===== src/rtl/uart_ctrl_pkg.sv =====
// Shared types and constants for the UART transmit-side control blocks.
package uart_ctrl_pkg;

  localparam int unsigned N_REQ_DEF = 4;
  localparam int unsigned REQ_W     = $clog2(N_REQ_DEF);
  localparam int unsigned BYTE_W    = 8;

  typedef enum logic [1:0] {
    IDLE,
    LOAD,
    WAIT_DONE,
    ACK
  } arb_state_t;

endpackage


===== src/rtl/uart_rr_arbiter.sv =====
// Combinational round-robin pick: first set request strictly after rr_ptr_i, wrapping.
module uart_rr_arbiter
  import uart_ctrl_pkg::*;
#(
  parameter int unsigned N_REQ = N_REQ_DEF,
  parameter int unsigned IDX_W = REQ_W
) (
  input  logic [N_REQ-1:0] req_i,
  input  logic [IDX_W-1:0] rr_ptr_i,
  output logic             grant_valid_o,
  output logic [IDX_W-1:0] grant_idx_o
);

  logic [IDX_W:0] cand;

  always_comb begin
    grant_valid_o = 1'b0;
    grant_idx_o   = '0;
    cand          = '0;
    // Walk from farthest to nearest so the closest set bit after rr_ptr_i is written last.
    for (int unsigned k = 0; k < N_REQ; k++) begin
      cand = {1'b0, rr_ptr_i} + (IDX_W+1)'(N_REQ - k);
      if (cand >= (IDX_W+1)'(N_REQ)) begin
        cand = cand - (IDX_W+1)'(N_REQ);
      end
      if (req_i[cand[IDX_W-1:0]]) begin
        grant_valid_o = 1'b1;
        grant_idx_o   = cand[IDX_W-1:0];
      end
    end
  end

endmodule


===== src/rtl/uart_tx_arbiter.sv =====
// Round-robin sharing of one UART transmitter: latches the winner's byte, stretches
// the new-data strobe for the baud domain, and acks on done edge or timeout.
module uart_tx_arbiter
  import uart_ctrl_pkg::*;
#(
  parameter int unsigned N_REQ       = N_REQ_DEF,
  parameter int unsigned NEWD_HOLD   = 104,
  parameter int unsigned TIMEOUT_CYC = 2000
) (
  input  logic                      clk,
  input  logic                      rst,
  input  logic [N_REQ-1:0]          req,
  input  logic [BYTE_W*N_REQ-1:0]   req_data,
  output logic [N_REQ-1:0]          ack,
  output logic                      tx_newd,
  output logic [BYTE_W-1:0]         tx_data,
  input  logic                      tx_done,
  output logic                      busy,
  output logic [$clog2(N_REQ)-1:0]  grant_id,
  output logic                      err_timeout
);

  localparam int unsigned ID_W = $clog2(N_REQ);
  localparam int unsigned HC_W = $clog2(NEWD_HOLD + 1);
  localparam int unsigned TC_W = $clog2(TIMEOUT_CYC + 1);

  arb_state_t        state_q, state_d;
  logic [ID_W-1:0]   rr_q, rr_d;
  logic [ID_W-1:0]   grant_q, grant_d;
  logic [ID_W-1:0]   win_idx;
  logic              win_valid;
  logic [BYTE_W-1:0] data_q, data_d, win_byte;
  logic [HC_W-1:0]   hold_q, hold_d;
  logic [TC_W-1:0]   tmo_q, tmo_d, tmo_inc;
  logic              done_q, done_rise, tmo_hit, hold_last;
  logic [N_REQ-1:0]  ack_q, ack_d, grant_oh;
  logic              err_q, err_d;

  uart_rr_arbiter #(
    .N_REQ (N_REQ),
    .IDX_W (ID_W)
  ) u_rr (
    .req_i         (req),
    .rr_ptr_i      (rr_q),
    .grant_valid_o (win_valid),
    .grant_idx_o   (win_idx)
  );

  always_comb begin
    win_byte = '0;
    for (int unsigned i = 0; i < N_REQ; i++) begin
      if (win_idx == ID_W'(i)) begin
        win_byte = req_data[i*BYTE_W +: BYTE_W];
      end
    end
  end

  always_comb begin
    grant_oh          = '0;
    grant_oh[grant_q] = 1'b1;
  end

  // Only a fresh rising edge counts, so a done level left over from the last frame is ignored.
  assign done_rise = tx_done & ~done_q;
  assign tmo_hit   = (tmo_q == TC_W'(TIMEOUT_CYC - 1));
  assign hold_last = (hold_q == HC_W'(NEWD_HOLD - 1));
  assign tmo_inc   = (tmo_q == TC_W'(TIMEOUT_CYC)) ? tmo_q : tmo_q + 1'b1;

  always_comb begin
    state_d = state_q;
    rr_d    = rr_q;
    grant_d = grant_q;
    data_d  = data_q;
    hold_d  = hold_q;
    tmo_d   = tmo_q;
    ack_d   = '0;
    err_d   = 1'b0;
    case (state_q)
      IDLE: begin
        if (win_valid) begin
          grant_d = win_idx;
          rr_d    = win_idx;
          data_d  = win_byte;
          hold_d  = '0;
          tmo_d   = '0;
          state_d = LOAD;
        end
      end
      LOAD: begin
        tmo_d = tmo_inc;
        if (tmo_hit) begin
          ack_d   = grant_oh;
          err_d   = 1'b1;
          state_d = IDLE;
        end else if (hold_last) begin
          state_d = WAIT_DONE;
        end else if (hold_q != HC_W'(NEWD_HOLD)) begin
          hold_d = hold_q + 1'b1;
        end
      end
      WAIT_DONE: begin
        tmo_d = tmo_inc;
        // Completion on the final cycle takes priority over the timeout abort.
        if (done_rise) begin
          ack_d   = grant_oh;
          state_d = ACK;
        end else if (tmo_hit) begin
          ack_d   = grant_oh;
          err_d   = 1'b1;
          state_d = IDLE;
        end
      end
      ACK: begin
        state_d = IDLE;
      end
      default: begin
        state_d = IDLE;
      end
    endcase
  end

  always_ff @(posedge clk) begin
    if (rst) begin
      state_q <= IDLE;
      rr_q    <= ID_W'(N_REQ - 1);
      grant_q <= '0;
      data_q  <= '0;
      hold_q  <= '0;
      tmo_q   <= '0;
      done_q  <= 1'b0;
      ack_q   <= '0;
      err_q   <= 1'b0;
    end else begin
      state_q <= state_d;
      rr_q    <= rr_d;
      grant_q <= grant_d;
      data_q  <= data_d;
      hold_q  <= hold_d;
      tmo_q   <= tmo_d;
      done_q  <= tx_done;
      ack_q   <= ack_d;
      err_q   <= err_d;
    end
  end

  assign ack         = ack_q;
  assign tx_newd     = (state_q == LOAD);
  assign tx_data     = data_q;
  assign busy        = (state_q != IDLE);
  assign grant_id    = grant_q;
  assign err_timeout = err_q;

endmodule


===== config.mk =====
export PLATFORM = sky130hd
export DESIGN_NAME = uart_tx_arbiter
export DESIGN_NICKNAME = d
export VERILOG_FILES = /design/src/rtl/uart_ctrl_pkg.sv /design/src/rtl/uart_rr_arbiter.sv /design/src/rtl/uart_tx_arbiter.sv
export SDC_FILE = /design/constraint.sdc
export NUM_CORES = 1
export LEC_CHECK = 0
export CAP_MARGIN = 20
export CORE_UTILIZATION = 24
export CTS_CLUSTER_SIZE = 28
export DETAILED_ROUTE_END_ITERATION = 6
export PLACE_DENSITY = 0.56
export SYNTH_ARGS = -nofsm -noshare
export SYNTH_HDL_FRONTEND = slang
export SYNTH_HIERARCHICAL = 1
export SYNTH_SLANG_ARGS = --single-unit

===== constraint.sdc =====
create_clock -name clk -period 2.8 [get_ports clk]
set_input_delay 0.56 -clock clk [delete_from_list [all_inputs] [get_ports clk]]
set_output_delay 0.56 -clock clk [all_outputs]
set_load 0.02 [all_outputs]

# Word level (Yosys, flattened, before mapping)

Cells that the tools add are included.

Word-level logic and storage cells: 105
Register bits: 38
Bits of input ports: 39

$add $sub $neg: 10
Reduce and logical (&&, ||, !) cells: 11
Eq/ne operators: 17
$lt $le $gt $ge: 10
Bitwise operators: 2
Mux-type cells: 46

Operators with widths:

| operator                                                             | count |
|---|---|
| 8-bit 2-to-1 mux                                                     | 4 |
| 7-bit 2-to-1 mux                                                     | 4 |
| 2-bit 2-to-1 mux                                                     | 13 |
| 11-bit == test, second input constant                                | 2 |
| 11-bit 2-to-1 mux                                                    | 2 |
| 11-bit case mux with 2 select lines                                  | 1 |
| 2-bit by 3-bit < comparator with 1-bit output, second input constant | 5 |
| 7-bit case mux with 2 select lines                                   | 1 |
| 3-bit greater-or-equal comparator, second input constant             | 4 |
| 11-bit by 1-bit adder with 11-bit output, second input constant      | 1 |
| 1-bit 2-to-1 mux                                                     | 11 |
| 1-bit binary-select mux with 2-bit select                            | 4 |
| 2-bit == test, second input constant                                 | 4 |
| 4-bit 2-to-1 mux                                                     | 2 |
| 2-bit case mux with 4 select lines                                   | 1 |
| 4-bit case mux with 2 select lines                                   | 1 |
| 2-bit by 1-bit subtractor with 2-bit output, second input constant   | 4 |
| 7-bit by 1-bit adder with 7-bit output, second input constant        | 1 |
| 7-bit == test, second input constant                                 | 1 |
| 7-bit inequality test, second input constant                         | 1 |
| 2-bit by 2-bit adder with 3-bit output, second input constant        | 2 |
| 2-bit inequality test, second input constant                         | 3 |
| 3-bit AND reduction                                                  | 2 |
| 2-bit nonzero test                                                   | 3 |
| 16 further kinds                                                     | 19 |

# Longest topological paths before layout

Word-level depth: 14
Gate-level depth with buffers: 7
Gate-level depth less buffers: 6

# By module

The synthesis kept the hierarchy.

Modules (own cells, without submodules):

| module          | instances | cells each | area each (um2) | sequential area each (um2) |
|---|---|---|---|---|
| uart_tx_arbiter | 1         | 231        | 2108.3          | 760.7 |
| uart_rr_arbiter | 1         | 14         | 91.3            | 0.0 |

# Worst setup path after synthesis

Ideal clock, no wire load.

Path kind: input -> register
Start: input req[2]
End: register data_q[7], in the netlist tx_data[7]
Library setup time: 0.133 ns
Data arrival time: 1.844 ns
Path buffers: 1
Setup slack: 0.823 ns
Data required time: 2.667 ns
Stages: 7
Cells stage by stage: and2b_1 a21oi_2 o221ai_2 buf_2 mux4_2 nand2_1 a21oi_1

Word-level cells in the longest chain between the ends: 11

RTL lines:

| item                                      | RTL line               | source |
|---|---|---|
| start: declaration                        | uart_tx_arbiter.sv:12  | `input logic [N_REQ-1:0] req,` |
| 1-bit binary-select mux with 2-bit select | uart_rr_arbiter.sv:26  | `if (req_i[cand[IDX_W-1:0]]) begin` |
| 1-bit 2-to-1 mux (implied by the code)    | uart_rr_arbiter.sv:26  |  |
| 2-bit 2-to-1 mux (3 in series)            | uart_rr_arbiter.sv:26  |  |
| 2-bit 2-to-1 mux *                        | uart_rr_arbiter.sv:26  |  |
| via win_idx[0]                            | uart_tx_arbiter.sv:30  | `logic [ID_W-1:0] win_idx;` |
| 2-bit zero test                           | uart_tx_arbiter.sv:52  | `if (win_idx == ID_W'(i)) begin` |
| 8-bit 2-to-1 mux (3 in series)            | uart_tx_arbiter.sv:52  |  |
| 8-bit 2-to-1 mux *                        | uart_tx_arbiter.sv:52  |  |
| end signal: assignment                    | uart_tx_arbiter.sv:137 | `data_q <= data_d;` |
| end: declaration                          | uart_tx_arbiter.sv:32  | `logic [BYTE_W-1:0] data_q, data_d, win_byte;` |

Mark *: on every way through the listed nets, which the timed path passes. The rest lies on a longest branch. The select of a mux whose other input is x is not followed.
A chain may end at the register's enable or synchronous reset.

# Final worst setup path

Start: register state_q[1]
End: output tx_newd

Word-level cells in the longest chain between the ends: 1

RTL lines:

| item                                     | RTL line               | source |
|---|---|---|
| start: declaration                       | uart_tx_arbiter.sv:27  | `arb_state_t state_q, state_d;` |
| start signal: assignment                 | uart_tx_arbiter.sv:134 | `state_q <= state_d;` |
| 2-bit by 1-bit == test with 1-bit output | uart_tx_arbiter.sv:147 | `assign tx_newd = (state_q == LOAD);` |
| end: declaration                         | uart_tx_arbiter.sv:15  | `output logic tx_newd,` |

Every way passes these cells.

==> metrics <==
drt drc=4; largest net degree at the start of global routing=15; Primary FF master, synth=dfxtp_1; Post-CTS Resized=0; failing checks=DRC; crit-path max cell delay=approximately 0.7 ns; YS warnings=6; WL final=about 5.2 mm; clock skew=0.004726 ns; Pins Over Slew Limit=0; Pleak=around 1.1 nW; ys async rst share=0%; Port Buf Inserts=55; die height=97.74 um; Std-Cell Rows=34; Rel. slew slack=44.34%; Final Hold Vio Count=0; critical-path maximum fanout=14; area grow syn2layout=37.26%; RD Place Congestion=0.7854; Hold Path Depth=2; Worst R2R Start=state_q[1]; unrepaired setup endpoints after global routing=false; gr usage total=11.81%; Top delay family on crit path=buffers and inverters; layout cell share with drive strength beyond 1=a little under an eighth; register area share after synthesis=between 30% and 40%; worst slew pin tran=0.8349 ns; Synth area leader=dfxtp_1; number of synthesized flops with an enable pin=0; status=finished, violations left; top-count cell post-synth=dfxtp_1; Die ar.=9552 um^2; synthesized instance count=about 250; Hold EP=tx_data[6]; vias in the first global route=1983; TritonCTS buffer count=5; CORE AREA=about 9000 um^2; critical path type=flip-flop to output pin; first-pass GRT wire length=~9 mm; CP Cell Sequence=inv_1 > ha_1 > clkdlybuf4s50_1; mean post-synth cell area=8.978 um^2; worst path required time=2.24 ns; initial antenna violation count=0; minimum clock period=about 2.5 ns; area share of the largest cell type after synthesis=34.58%; CTS H-tree lvls=2; vias per cell=4.832; clock latency on the worst-skew pair=0.30 ns; Crit path arrival time=roughly 1.9 ns; Die X=97.74 um; Via Count=between 1500 and 2000; Unique masters post-synth=53; IO Count=56; Max clock buf depth=2; Worst R2R Path Depth=6; leading cell types by count after synthesis=dfxtp_1, nand2_1, a21oi_1; Post-layout nets=349; #FFs+latches synth=38; mapped cell area=2200 um^2; Detailed Place HPWL=4.003 mm; n_diodes=0; 1st-iter DRT viols=45; Final setup viols=0; FMAX=404.3 MHz; CP max-delay cell=clkdlybuf4s50_1; Antenna Nets Post-Route=0; HP Class=flip-flop to flip-flop; top post-synthesis cells by area=dfxtp_1, mux4_2, nand2_1, a21oi_1, ha_1; CTS sink cnt=38; CTS tree=yes; Synth Net Count=around 300; Tcrit/Tclk final=88.34%; pwr dens=~750 nW/um^2; placed cell area=2877 um^2; # Post-CTS Setup Buffers=0; CTS clk-pin slew, worst paths=approximately 0.080 ns; startpoint types=flip-flop; routed len/inst=roughly 13 um; hold_buf cts=0; hold_ws=0.4556 ns; drt pass-1 iters=6; r2r endpoint=hold_q[2]; overflow left after global routing=0; Fill cells=884; cell area after layout=roughly 3000 um^2; max_cap viols=0; final setup TNS=0 ns; HP Start=tx_data[6]; Starting Density=24.98%; crit path buf inv count=2; clk root buf=clkbuf_8; Max IR drop VDD=roughly 230 uV; R2R Setup Slk=0.85 ns; Worst setup EP type=output pin
sequential cells by signal, summed over array words and instances (netlist names):
signal	count
tmo_q	11
tx_data	8
ack	4
grant_id	2
err_timeout	1
done_q	1
rr_q	2
state_q	2
hold_q	7
how the worst max path moves through the flow:
stage	from	to	slack, ns	cells past startpoint
finish	state_q[1]	tx_newd	0.33	3
global placement	req[1]	tx_data[7]	0.25	7
global route	state_q[1]	tx_newd	0.21	3
detailed placement	req[1]	tx_data[2]	0.18	7
CTS	state_q[1]	tx_newd	0.32	3
floorplan	req[2]	tx_data[7]	0.82	7
through the flow:
stage	util, %	instances	power (mW)	setup WS (ns)
after CTS	34.29	411	2.279	0.3206
after global placement	32.67	403	1.675	0.2469
after floorplan	-	245	1.358	0.8231
after global routing	34.29	411	2.410	0.2128
after detailed placement	32.67	403	1.688	0.1761
final	34.29	411	2.250	0.3264
per-layer routing:
metal	wire, um	vias to the layer above	track usage, %
met1	2391	918	14.23
met2	2436	54	19.80
li1	-	1007	-
met5	0	-	0
met4	97	0	5.245
met3	283	7	3.078
power by group:
part	total [mW]	leakage, nW	switching, mW	internal (mW)
sequential	0.698	0.310	0.0694	0.628
combinational	0.966	0.680	0.521	0.446
clock	0.586	0.0714	0.206	0.380
total	2.25	1.06	0.796	1.45
placed cells by master (no fill, tap or decap), types with 6 or more instances in the layout:
master and instances:
nand2_1 30, nand4_1 9, a21oi_1 21, clkbuf_8 6
o21ai_0 8, clkdlybuf4s50_1 55, nor2_1 10, dfxtp_1 38
inv_1 20, ha_1 8, mux4_2 8, nor3_1 8
area by class of cell:
cell class                      count  area, um^2  area share, %
Multi-Input combinational cell    177        1318          43.64
Sequential cell                    38       760.7          25.20
Timing Repair Buffer               60       588.1          19.48
Tap cell                          108       135.1          4.476
Clock buffer                        6       82.58          2.735
Inverter                           20       75.07          2.487
Clock inverter                      2       60.06          1.989
kinds of logic after synthesis:
logic type / share of synthesized area, %
adder cells (fa/ha/maj): 4.551
AND/OR/NAND/NOR: 24.23
AO/OA/AOI/OAI: 17.58
buffers and inverters: 5.517
flip-flops: 34.58
XOR/XNOR: 2.390
multiplexers: 11.15
worst register-to-register path, delay by kind of cell (launching register included):
family / cells / cell delay (ns)
compound gates: 3 / 0.75
fa+ha+maj: 1 / 0.48
flops: 1 / 0.33
buf+inv: 2 / 0.30
Note: power is estimated with default switching activity, not from simulation.
